$ cat config.mk
export PLATFORM = sky130hd
export DESIGN_NAME = mac_seq_flat
export DESIGN_NICKNAME = d
export VERILOG_FILES = /design/src/rtl/mac_seq_if.sv /design/src/rtl/mac_seq.sv /design/src/flat_wrapper.sv
export SDC_FILE = /design/constraint.sdc
export NUM_CORES = 1
export LEC_CHECK = 0
export ABC_CLOCK_PERIOD_IN_PS = 3270
export CAP_MARGIN = 20
export CORE_AREA = 4 4 90 92
export DETAILED_ROUTE_END_ITERATION = 10
export DIE_AREA = 0 0 94 96
export PLACE_DENSITY = 0.84
export REMOVE_ABC_BUFFERS = 1
export SETUP_SLACK_MARGIN = 0.1
export SYNTH_ARGS = -nofsm -noshare
export SYNTH_HDL_FRONTEND = slang
export SYNTH_SLANG_ARGS = --single-unit
$ cat constraint.sdc
create_clock -name i_clk -period 3.27 [get_ports i_clk]
set_input_delay 0.327 -clock i_clk [delete_from_list [all_inputs] [get_ports i_clk]]
set_output_delay 0.327 -clock i_clk [all_outputs]
set_load 0.005 [all_outputs]
$ cat src/rtl/mac_seq_if.sv
// Job, operand-read, mac and result signals between mac_seq and its neighbours.
// master is the controller's view; slave is the surrounding system's view.
interface mac_seq_if #(
    parameter int unsigned ADDR_W = 8,
    parameter int unsigned LEN_W  = 8
);
    localparam int unsigned RES_W = 24;

    logic              i_start;
    logic [1:0]        i_mode;
    logic [ADDR_W-1:0] i_base_addr;
    logic [LEN_W-1:0]  i_len;
    logic              o_busy;
    logic              o_err;
    logic              o_rd_en;
    logic [ADDR_W-1:0] o_rd_addr;
    logic              i_rd_ready;
    logic [1:0]        o_mac_mode;
    logic [RES_W-1:0]  o_mac_psum;
    logic [RES_W-1:0]  i_mac_result;
    logic              o_valid;
    logic [RES_W-1:0]  o_result;
    logic              i_ready;

    modport master (
        input  i_start, i_mode, i_base_addr, i_len, i_rd_ready, i_mac_result, i_ready,
        output o_busy, o_err, o_rd_en, o_rd_addr, o_mac_mode, o_mac_psum, o_valid, o_result
    );

    modport slave (
        output i_start, i_mode, i_base_addr, i_len, i_rd_ready, i_mac_result, i_ready,
        input  o_busy, o_err, o_rd_en, o_rd_addr, o_mac_mode, o_mac_psum, o_valid, o_result
    );
endinterface

$ cat src/rtl/mac_seq.sv
// Sequencing controller for the combinational mac: issues one chunk read per cycle,
// feeds the accumulator back as psum and returns the final sum over valid/ready.
module mac_seq #(
    parameter int unsigned ADDR_W = 8,
    parameter int unsigned LEN_W  = 8
) (
    input  logic      i_clk,
    input  logic      i_rst_n,
    mac_seq_if.master bus
);
    localparam int unsigned RES_W        = 24;
    localparam logic [1:0]  MODE_ILLEGAL = 2'd3;

    typedef enum logic [1:0] {
        IDLE  = 2'd0,
        RUN   = 2'd1,
        DRAIN = 2'd2,
        DONE  = 2'd3
    } state_t;

    state_t            state_q, state_d;
    logic [1:0]        mode_q, mode_d;
    logic [ADDR_W-1:0] addr_q, addr_d;
    logic [LEN_W-1:0]  len_q, len_d;
    logic [LEN_W-1:0]  cnt_q, cnt_d;
    logic [RES_W-1:0]  acc_q, acc_d;
    logic [RES_W-1:0]  result_q, result_d;
    logic              dvld_q, dvld_d;
    logic              rd_en_q, rd_en_d;
    logic              valid_q, valid_d;
    logic              err_q, err_d;
    logic              busy_q, busy_d;
    logic              accept;

    assign accept = rd_en_q & bus.i_rd_ready;

    // Next-state and registered-output logic
    always_comb begin
        state_d  = state_q;
        mode_d   = mode_q;
        addr_d   = addr_q;
        len_d    = len_q;
        cnt_d    = cnt_q;
        acc_d    = acc_q;
        result_d = result_q;
        dvld_d   = 1'b0;
        rd_en_d  = rd_en_q;
        valid_d  = valid_q;
        err_d    = 1'b0;

        // Data for an accepted read arrives one cycle later; capture the mac sum then
        if (dvld_q) begin
            acc_d = bus.i_mac_result;
        end

        unique case (state_q)
            IDLE: begin
                if (bus.i_start) begin
                    if (bus.i_mode == MODE_ILLEGAL) begin
                        err_d = 1'b1;
                    end else begin
                        mode_d = bus.i_mode;
                        acc_d  = '0;
                        if (bus.i_len == '0) begin
                            state_d  = DONE;
                            valid_d  = 1'b1;
                            result_d = '0;
                        end else begin
                            state_d = RUN;
                            addr_d  = bus.i_base_addr;
                            len_d   = bus.i_len;
                            cnt_d   = '0;
                            rd_en_d = 1'b1;
                        end
                    end
                end
            end
            RUN: begin
                if (accept) begin
                    cnt_d  = cnt_q + LEN_W'(1);
                    addr_d = addr_q + ADDR_W'(1);
                    dvld_d = 1'b1;
                    if (cnt_q + LEN_W'(1) == len_q) begin
                        state_d = DRAIN;
                        rd_en_d = 1'b0;
                    end
                end
            end
            DRAIN: begin
                state_d  = DONE;
                valid_d  = 1'b1;
                result_d = acc_d;
            end
            DONE: begin
                if (bus.i_ready) begin
                    state_d = IDLE;
                    valid_d = 1'b0;
                end
            end
            default: begin
                state_d = IDLE;
            end
        endcase

        busy_d = (state_d != IDLE);
    end

    always_ff @(posedge i_clk or negedge i_rst_n) begin
        if (!i_rst_n) begin
            state_q  <= IDLE;
            mode_q   <= '0;
            addr_q   <= '0;
            len_q    <= '0;
            cnt_q    <= '0;
            acc_q    <= '0;
            result_q <= '0;
            dvld_q   <= 1'b0;
            rd_en_q  <= 1'b0;
            valid_q  <= 1'b0;
            err_q    <= 1'b0;
            busy_q   <= 1'b0;
        end else begin
            state_q  <= state_d;
            mode_q   <= mode_d;
            addr_q   <= addr_d;
            len_q    <= len_d;
            cnt_q    <= cnt_d;
            acc_q    <= acc_d;
            result_q <= result_d;
            dvld_q   <= dvld_d;
            rd_en_q  <= rd_en_d;
            valid_q  <= valid_d;
            err_q    <= err_d;
            busy_q   <= busy_d;
        end
    end

    assign bus.o_busy     = busy_q;
    assign bus.o_err      = err_q;
    assign bus.o_rd_en    = rd_en_q;
    assign bus.o_rd_addr  = addr_q;
    assign bus.o_mac_mode = mode_q;
    assign bus.o_mac_psum = acc_q;
    assign bus.o_valid    = valid_q;
    assign bus.o_result   = result_q;
endmodule

$ cat src/flat_wrapper.sv
// flat-port wrapper written by rule: the top's interface ports become plain ports
module mac_seq_flat 
#(
    parameter int unsigned ADDR_W = 8,
    parameter int unsigned LEN_W  = 8
)
  (i_clk, i_rst_n, bus_i_start, bus_i_mode, bus_i_base_addr, bus_i_len, bus_i_rd_ready, bus_i_mac_result, bus_i_ready, bus_o_busy, bus_o_err, bus_o_rd_en, bus_o_rd_addr, bus_o_mac_mode, bus_o_mac_psum, bus_o_valid, bus_o_result);
  mac_seq_if #(.ADDR_W(ADDR_W), .LEN_W(LEN_W)) bus_i ();
  input  logic i_clk;
  input  logic i_rst_n;
  input wire logic [$bits(bus_i.i_start)-1:0] bus_i_start;
  input wire logic [$bits(bus_i.i_mode)-1:0] bus_i_mode;
  input wire logic [$bits(bus_i.i_base_addr)-1:0] bus_i_base_addr;
  input wire logic [$bits(bus_i.i_len)-1:0] bus_i_len;
  input wire logic [$bits(bus_i.i_rd_ready)-1:0] bus_i_rd_ready;
  input wire logic [$bits(bus_i.i_mac_result)-1:0] bus_i_mac_result;
  input wire logic [$bits(bus_i.i_ready)-1:0] bus_i_ready;
  output wire logic [$bits(bus_i.o_busy)-1:0] bus_o_busy;
  output wire logic [$bits(bus_i.o_err)-1:0] bus_o_err;
  output wire logic [$bits(bus_i.o_rd_en)-1:0] bus_o_rd_en;
  output wire logic [$bits(bus_i.o_rd_addr)-1:0] bus_o_rd_addr;
  output wire logic [$bits(bus_i.o_mac_mode)-1:0] bus_o_mac_mode;
  output wire logic [$bits(bus_i.o_mac_psum)-1:0] bus_o_mac_psum;
  output wire logic [$bits(bus_i.o_valid)-1:0] bus_o_valid;
  output wire logic [$bits(bus_i.o_result)-1:0] bus_o_result;
  assign bus_i.i_start = bus_i_start;
  assign bus_i.i_mode = bus_i_mode;
  assign bus_i.i_base_addr = bus_i_base_addr;
  assign bus_i.i_len = bus_i_len;
  assign bus_i.i_rd_ready = bus_i_rd_ready;
  assign bus_i.i_mac_result = bus_i_mac_result;
  assign bus_i.i_ready = bus_i_ready;
  assign bus_o_busy = bus_i.o_busy;
  assign bus_o_err = bus_i.o_err;
  assign bus_o_rd_en = bus_i.o_rd_en;
  assign bus_o_rd_addr = bus_i.o_rd_addr;
  assign bus_o_mac_mode = bus_i.o_mac_mode;
  assign bus_o_mac_psum = bus_i.o_mac_psum;
  assign bus_o_valid = bus_i.o_valid;
  assign bus_o_result = bus_i.o_result;
  mac_seq #(.ADDR_W(ADDR_W), .LEN_W(LEN_W)) u_core (.i_clk(i_clk), .i_rst_n(i_rst_n), .bus(bus_i));
endmodule
==> summary.md <==
| Metric | Value |
|---|---|
| Final Max Slew Viols | `0` |
| Synthesized area | `3630 sq um` |
| Total die area | `9020 sq um` |
| Max_slew headroom | `0.306` |
| Power per cell area | `854 nW/um^2` |
| Async set-reset flop share out of synthesis | `1.00` |
| Worst-Skew Late Latency | `0.34 ns` |
| Worst-Margin Slew | `between 1 and 1.5 ns` |
| RR Startpoint | `u_core.state_q[1]` |
| DR pass1 iterations | `4` |
| CTS Sinks | `81` |
| Status | `finished clean` |
| Layout Utilization | `0.692` |
| CP Max Fanout | `24` |
| Vias in the first global route | `2898` |
| Dpl ws | `0.900 ns` |
| Final Power | `4.26 mW` |
| Critical Path Start Type | `flip-flop` |
| Largest delay contributor family on the critical path | `compound AO/OA/AOI/OAI gates` |
| Sequential area share after synthesis | `0.558` |
| Port Buffers | `108` |
| HP Class | `primary input to async pin` |
| Count of cell types in the netlist | `48` |
| Max cap viols | `0` |
| Slowest-stage cell, CP | `dfrtp_1` |
| Proportion of layout cells with a drive suffix above 1 | `0.0727` |
| FF-to-FF End | `u_core.cnt_q[6]` |
| Maximum clock frequency | `0.464 GHz` |
| Clock buffer depth | `2` |
| Synth Instances | `341` |
| Synth warn | `0` |
| Wire per inst | `about 16 microns` |
| Post-route ant nets | `0` |
| Final Hold Fails | `0` |
| CTS Root Cell | `clkbuf_8` |
| Setup ws final | `1.12 ns` |
| Initial Util | `0.503` |
| Post-route cell area | `4990 sq um` |
| Hold WS | `0.462 ns` |
| Initial antenna violation count | `0` |
| Ordered list of cells on the worst path | `and2b_1, buf_4, nand2_1, a22o_4, o21ai_0, o21ai_0` |
| Multi-input logic area | `1490 sq um` |
| WP buf/inv | `1` |
| CP required | `3.49 ns` |
| Most frequent CP cell | `o21ai_0` |
| Antenna Cells | `0` |
| Number of synthesized flops with an enable pin | `0` |
| Area growth syn-to-layout | `37.4%` |
| Commonest non-fill, non-tap cells in the layout | `107 x clkdlybuf4s50_1, 81 x dfrtp_1, 46 x nor2_1` |
| Leakage | `2.12 nW` |
| Synth Flop Type | `dfrtp_1` |
| Via/cell ratio | `5.38` |
| DP HPWL | `6.40 mm` |
| Setup CP Type | `flip-flop to flip-flop` |
| Setup violations, final | `0` |
| Total Nets Final | `roughly 500` |
| Clock slew at the register clock pins of the worst setup and hold paths | `0.08 ns` |
| CORE AREA | `7210 sq um` |
| Data arrival, critical path | `about 2.4 ns` |
| Synth Register Bits | `81` |
| Crit. End Element | `flip-flop` |
| Worst VDD drop | `between 0.0003 and 0.0004 V` |
| Vias | `2975` |
| Iter 0 DRT Violations | `around 150` |
| Gr ovfl total | `0` |
| Routability cong. | `0.805` |
| CTS tree | `yes` |
| Final non-filler cell total | `553` |
| # fillers | `561` |
| Final min period | `2.15 ns` |
| Commonest non-fill, non-tap cell in the layout | `clkdlybuf4s50_1` |
| Num CTS Buffers | `9` |
| Setup bufs post-CTS | `0` |
| Tot GR Track Use | `0.200` |
| Die W | `94 microns` |
| Crit share post-route | `0.659` |
| Register area | `2030 sq um` |
| Worst r2r path cells | `6` |
| Post-CTS Resized | `0` |
| Drc violations | `0` |
| Die Y | `96 microns` |
| Row Count | `31` |
| Largest net degree at the start of global routing | `82` |
| Setup TNS | `0 ns` |
| Max incr delay on CP | `roughly 0.50 ns` |
| DP Cell Count | `about 540` |
| DP Area | `between 4000 and 5000 sq um` |
| RSZ-0062 raised after global routing | `false` |
| Num ports | `109` |
| Post-synthesis average cell area | `10.7 sq um` |
| H-tree levels | `3` |
| Worst Skew | `0.00428 ns` |
| Worst R2R Setup Slack | `between 1 and 1.5 ns` |
| Drt total wl | `8.85 mm` |
| First-pass GRT wire length | `roughly 14 mm` |
| # hold bufs at CTS | `0` |
kinds of logic (layout without fill, tap and decap cells):
logic type,after synthesis,count (layout),share of synthesized area
AOI/OAI and AO/OA,72,72,0.126
xor gates and xnor gates,12,12,0.0289
adders and majority gates,2,2,0.00689
buffers and inverters,20,133,0.0324
DFF,81,81,0.558
muxes,34,34,0.0965
and+or+nand+nor,120,120,0.152
where the power goes:
group / internal [mW] / switching, mW / total, mW
Clock: 0.356 / 0.362 / 0.717
Combinational: 1.03 / 0.788 / 1.82
Sequential: 1.41 / 0.313 / 1.72
Total: 2.80 / 1.46 / 4.26
how the worst max path moves through the flow:
stage               slack, ns         startpoint                      end  cells past startpoint
CTS                      1.13  u_core.state_q[1]          u_core.cnt_q[6]                      6
global placement         0.96      bus_i_mode[0]   u_core.bus.o_result[3]                      6
global route             1.01  u_core.state_q[1]          u_core.cnt_q[6]                      6
detailed placement       0.90      bus_i_mode[1]  u_core.bus.o_result[11]                      6
finish                   1.12  u_core.state_q[1]          u_core.cnt_q[6]                      6
floorplan                1.22  u_core.state_q[1]          u_core.cnt_q[2]                      5
area by class of cell:
type,instances,area share
repair buffers,114,0.230
clock buffers,10,0.0256
clock inverters,6,0.0135
flip-flops and latches,81,0.406
inverters,3,0.00226
multi-input cells,240,0.298
well taps,99,0.0248
per-layer routing:
metal | part of all wire | vias to the layer above | GRT usage | wire length (microns)
met5 | 0 | - | 0 | 0
met4 | 0.017 | 0 | 0.0770 | 152
met3 | 0.067 | 16 | 0.0438 | 592
met2 | 0.47 | 114 | 0.333 | 4170
met1 | 0.44 | 1441 | 0.257 | 3930
li1 | - | 1404 | - | -
flip-flops by register name, indices dropped and copies added (netlist names):
| signal | cells |
|---|---|
| u_core.bus.o_mac_psum | 24 |
| u_core.bus.o_result | 24 |
| u_core.bus.o_rd_addr | 8 |
| u_core.cnt_q | 8 |
| u_core.len_q | 8 |
| u_core.bus.o_mac_mode | 2 |
| u_core.state_q | 2 |
| u_core.bus.o_busy | 1 |
| u_core.bus.o_err | 1 |
| u_core.bus.o_rd_en | 1 |
| u_core.bus.o_valid | 1 |
| u_core.dvld_q | 1 |
worst reg2reg max path, cell delays in order (launching register included):
cell,delay [ns]
dfrtp_1,0.50
and2b_1,0.24
buf_4,0.24
nand2_1,0.31
a22o_4,0.46
o21ai_0,0.19
o21ai_0,0.10
cell usage after synthesis (3+ instances only):
cell	count	area, sq um
xnor2_1	10	87.6
nor2_1	46	173
mux2i_1	26	260
inv_1	3	11.3
dfrtp_1	81	2030
and3_1	4	25.0
mux2_1	6	67.6
buf_6	4	45.0
clkbuf_1	5	18.8
o31ai_1	3	22.5
o21ai_1	6	30.0
a21oi_1	6	30.0
nand3_1	10	50.1
a31oi_1	4	25.0
nand2_1	41	154
buf_2	7	35.0
o21ai_0	32	160
o22a_1	9	78.8
(Power assumes the default switching activity.)
==> patch 1: new RTL, same settings <==
Reset style: synchronous (`i_rst_n`), changed in one clocked block.
--- a/src/rtl/mac_seq.sv
+++ b/src/rtl/mac_seq.sv
@@ -105,7 +105,7 @@
         busy_d = (state_d != IDLE);
     end
 
-    always_ff @(posedge i_clk or negedge i_rst_n) begin
+    always_ff @(posedge i_clk) begin
         if (!i_rst_n) begin
             state_q  <= IDLE;
             mode_q   <= '0;
Function: differs if i_rst_n is asserted again (counterexample within 4 cycles, from zero or initial values and one cycle with i_rst_n low); with i_rst_n held inactive, the same outputs for 4 cycles.
==> patch 1 against the unedited design <==
Die area stayed put; area after synthesis is 0.76% higher; routed wire length is 2.6% higher; non-clock buffer count is 2 lower; sequential cell count stayed put; core utilization is 0.57 points lower; setup slack worse by 50 ps; critical path depth stayed put; register-to-register slack better by 90 ps; worst hold slack better by 1.2 ps; final area is 0.83% lower.
Power is not compared: it rests on default switching activity, and its combinational part moved more than twofold at a synthesized area within 25%.
==> patch 1: results (changes against the unedited design) <==
| Metric | Value |
|---|---|
| Status | finished, final reports clean |
| HP Start | u_core.bus.o_valid |
| Final nets | 522 (+4.8%) |
| DR vias/cell | 5.41 (+0.64%) |
| Synth cell count leaders | dfxtp_1, nor2b_1, and3_1, a22oi_1, mux2_2 |
| CTS Buf Count | 9 (unchanged) |
| First-pass GRT wire length | 14,700 um (+5.2%) |
| Top cells by area, synth | dfxtp_1, nor2b_1, mux2_2 |
| Max-cap viol count | 0 (unchanged) |
| Sequential share of the synthesized area | 0.443 (-0.115) |
| Worst-case clock buffer depth | 2 (unchanged) |
| Initial DRC Count | 118 (-19%) |
| Final WL | 9080 um (+2.6%) |
| Grt met1 use | 0.251 (-0.00609) |
| Least-Margin Pin Slew | 928 ps (-106 ps) |
| Grt met2 use | 0.359 (+0.0260) |
| Synth cell types | 45 (-6.3%) |
| R2R Path End | u_core.bus.o_rd_addr[3] |
| Vias in the first global route | 3,048 (+5.2%) |
| Initial antenna violation count | 0 (unchanged) |
| Peak fanout along the critical path | 25 (+4.2%) |
| Final WS setup | 1070 ps (-49.9 ps) |
| Ys async rst share | 0 (-1.00) |
| Share of cells above drive strength 1 | 0.103 (+0.0298) |
| Critical path arrival | 2440 ps (+60 ps) |
| Pin count of the biggest net entering global routing | 43 (-48%) |
| Drt first pass iters | 5 (+1) |
| CP max stage delay | 480 ps (-20 ps) |
| Post-Place Worst Slack | 750 ps (-149 ps) |
| RePlAce Congestion | 0.852 (+5.8%) |
| Post-DP HPWL | 6540 um (+2.1%) |
| CP max-delay cell | nand2b_1 |
| Worst min path class | reg2reg |
| Critical R2R Launch | u_core.state_q[0] |
| Clock transition at the registers of the reported paths | 80 ps (about the same) |
| Routing usage on met3 | 0.0461 (+0.00235) |
| Top_reg_cell synth | dfxtp_1 |
| Flop2flop setup slack | 1210 ps (+90 ps) |
| Fin Clk Skew | 7.26 ps (+2.98 ps) |
| Overall Global Routing Usage | 0.207 (+0.00711) |
| Layout fillers | 589 (+5.0%) |
patch 1: changes by cell type after synthesis, moves of 12 or more:
cell	change
a22oi_1	+23
and3_1	+25
clkbuf_1	+12
dfrtp_1	-81
dfxtp_1	+81
mux2_2	+19
mux2i_1	-12
nand2_1	-24
nor2_1	-27
nor2b_1	+42
o21ai_0	-29
patch 1: power breakdown:
group | leakage [nW] | switching, mW | internal, mW
combinational | 1.13 | 0.117 | 0.143
clock | 0.101 | 0.360 | 0.376
sequential | 0.656 | 0.0274 | 1.01
patch 1: kinds of logic (layout without fill, tap and decap cells):
kind of cell	after synthesis	count (layout)	synth area share
fa+ha+maj	2	2	0.00684
xor+xnor	9	9	0.0215
mux	35	35	0.103
flops	81	81	0.443
compound gates	77	77	0.157
buf+inv	34	133	0.0434
simple gates	141	141	0.225
patch 1: metrics by stage:
step / std cells / power, mW / hold slack (ps) / utilization / cell area, um^2
6_report: 577 / 2.03 / 464 / 0.686 / 4950
4_1_cts: 577 / 2.05 / 469 / 0.686 / 4950
5_1_grt: 577 / 2.12 / 484 / 0.686 / 4950
3_5_place_dp: 561 / 1.32 / 457 / 0.659 / 4750
2_1_floorplan: 350 / 1.18 / 437 / - / 3520
3_3_place_gp: 561 / 1.31 / 428 / 0.659 / 4750
patch 1: layer usage:
metal | routed length, um | vias up | part of all wire
met5 | 0 | - | 0
met1 | 3870 | 1475 | 0.43
li1 | - | 1531 | -
met2 | 4430 | 105 | 0.49
met4 | 140 | 0 | 0.015
met3 | 636 | 13 | 0.070
patch 1: worst max-delay path, delay by kind of cell:
kind	cells	cell delay, ps
simple gates	3	1000
compound gates	2	640
buf+inv	1	460
patch 1: worst max-delay path by stage:
stage,startpoint,end
after floorplan,u_core.state_q[1],u_core.bus.o_rd_addr[0]
after global placement,bus_i_len[1],u_core.bus.o_result[13]
after detailed placement,bus_i_len[1],u_core.bus.o_result[16]
after CTS,bus_i_len[1],u_core.bus.o_result[17]
after global routing,bus_i_len[1],u_core.bus.o_result[17]
final,bus_i_len[1],u_core.bus.o_result[17]
patch 1: final cells by class:
cell class | instances | share of cell area
well taps | 99 | 0.0250
multi-input cells | 264 | 0.380
inverters | 5 | 0.00379
repair buffers | 112 | 0.223
clock inverters | 4 | 0.0106
flip-flops and latches | 81 | 0.328
clock buffers | 12 | 0.0293
==> patch 2: new RTL, same flow settings <==
Made on the original files. `LEN_W` is set to 8 in 3 places; all go to 4.
--- a/src/rtl/mac_seq_if.sv
+++ b/src/rtl/mac_seq_if.sv
@@ -2,7 +2,7 @@
 // master is the controller's view; slave is the surrounding system's view.
 interface mac_seq_if #(
     parameter int unsigned ADDR_W = 8,
-    parameter int unsigned LEN_W  = 8
+    parameter int unsigned LEN_W  = 4
 );
     localparam int unsigned RES_W = 24;
 
--- a/src/rtl/mac_seq.sv
+++ b/src/rtl/mac_seq.sv
@@ -2,7 +2,7 @@
 // feeds the accumulator back as psum and returns the final sum over valid/ready.
 module mac_seq #(
     parameter int unsigned ADDR_W = 8,
-    parameter int unsigned LEN_W  = 8
+    parameter int unsigned LEN_W  = 4
 ) (
     input  logic      i_clk,
     input  logic      i_rst_n,
--- a/src/flat_wrapper.sv
+++ b/src/flat_wrapper.sv
@@ -2,7 +2,7 @@
 module mac_seq_flat 
 #(
     parameter int unsigned ADDR_W = 8,
-    parameter int unsigned LEN_W  = 8
+    parameter int unsigned LEN_W  = 4
 )
   (i_clk, i_rst_n, bus_i_start, bus_i_mode, bus_i_base_addr, bus_i_len, bus_i_rd_ready, bus_i_mac_result, bus_i_ready, bus_o_busy, bus_o_err, bus_o_rd_en, bus_o_rd_addr, bus_o_mac_mode, bus_o_mac_psum, bus_o_valid, bus_o_result);
   mac_seq_if #(.ADDR_W(ADDR_W), .LEN_W(LEN_W)) bus_i ();
Interface: changed (resized bus_i_len); port bits go from 109 to 105. The function was not compared with the original's and may differ.
==> patch 2 against the unedited design <==
Power decreased by 24%; routed wire length fell by 9.9%; largest power group is now sequential cells; setup slack worse by 9.9 ps; sequential cell count fell by 8; critical endpoint is now u_core.len_q[1]; die area unchanged; area after synthesis is 12% lower; maximum frequency decreased by 0.46%; highest routed layer unchanged; final area fell by 9.7%; count of clock-buffer cells in the layout unchanged; sequential share of layout area decreased by 0.067 points; via count down 16%.
==> patch 2: results (changes against the unedited design) <==
| Metric | Value |
|---|---|
| Depth of the most critical reg-to-reg path | 4 (-2) |
| Placed Cells incl. Taps | 454 (-15%) |
| Synth Area in Compound Gates | 0.174 (+0.0481) |
| First-pass GRT wire length | 12,800 um (-8.4%) |
| Routing usage on met3 | 0.0586 (+0.0149) |
| Switching power total | 1.01 mW (-31%) |
| Xor and xnor area share after synthesis | 0.0164 (-0.0125) |
| Final nets | 411 (-17%) |
| Post-Place Worst Slack | 1070 ps (+173 ps) |
| Comb power frac | 0.346 (-0.081) |
| Share of cells above drive strength 1 | 0.0970 (+0.0243) |
| Sequential share of the synthesized area | 0.572 (+0.0136) |
| Overall Global Routing Usage | 0.181 (-0.0190) |
| WHS | 60.1 ps (-402 ps) |
| CP Launch Point | u_core.state_q[0] |
| Critical R2R Launch | u_core.state_q[0] |
| Status | finished, final reports clean |
| Cells after Synth | 263 (-23%) |
| R2R Path End | u_core.len_q[1] |
| Met2 routed WL | 3750 um (-10%) |
| Initial DRC Count | 87 (-40%) |
| Post-DP HPWL | 5840 um (-8.8%) |
| Vias in the first global route | 2,480 (-14%) |
| CP max stage delay | 630 ps (+130 ps) |
| Grt met1 use | 0.242 (-0.0149) |
==> patch 2: changes by cell type after synthesis, moves of 6 or more <==
cell	unedited run	this run
mux2_1	6	0
o22a_1	9	3
xnor2_1	10	4
nor2_1	46	34
o2bb2ai_1	0	22
nand2_1	41	14
dfrtp_1	81	73
o21ai_0	32	6
o21ai_1	6	0
==> patch 2: cell type report <==
type,count,area [um^2],share of cell area
multi-input cells,172,1260,0.279
flip-flops and latches,73,1830,0.405
well taps,99,124,0.0275
inverters,3,11.3,0.00250
clock inverters,6,90.1,0.0200
clock buffers,10,138,0.0305
repair buffers,107,1060,0.235
==> patch 2: metrics by stage <==
stage,util,power (mW)
3_5_place_dp,0.593,2.46
3_3_place_gp,0.593,2.41
2_1_floorplan,-,1.84
5_1_grt,0.625,3.42
4_1_cts,0.625,3.26
6_report,0.625,3.23
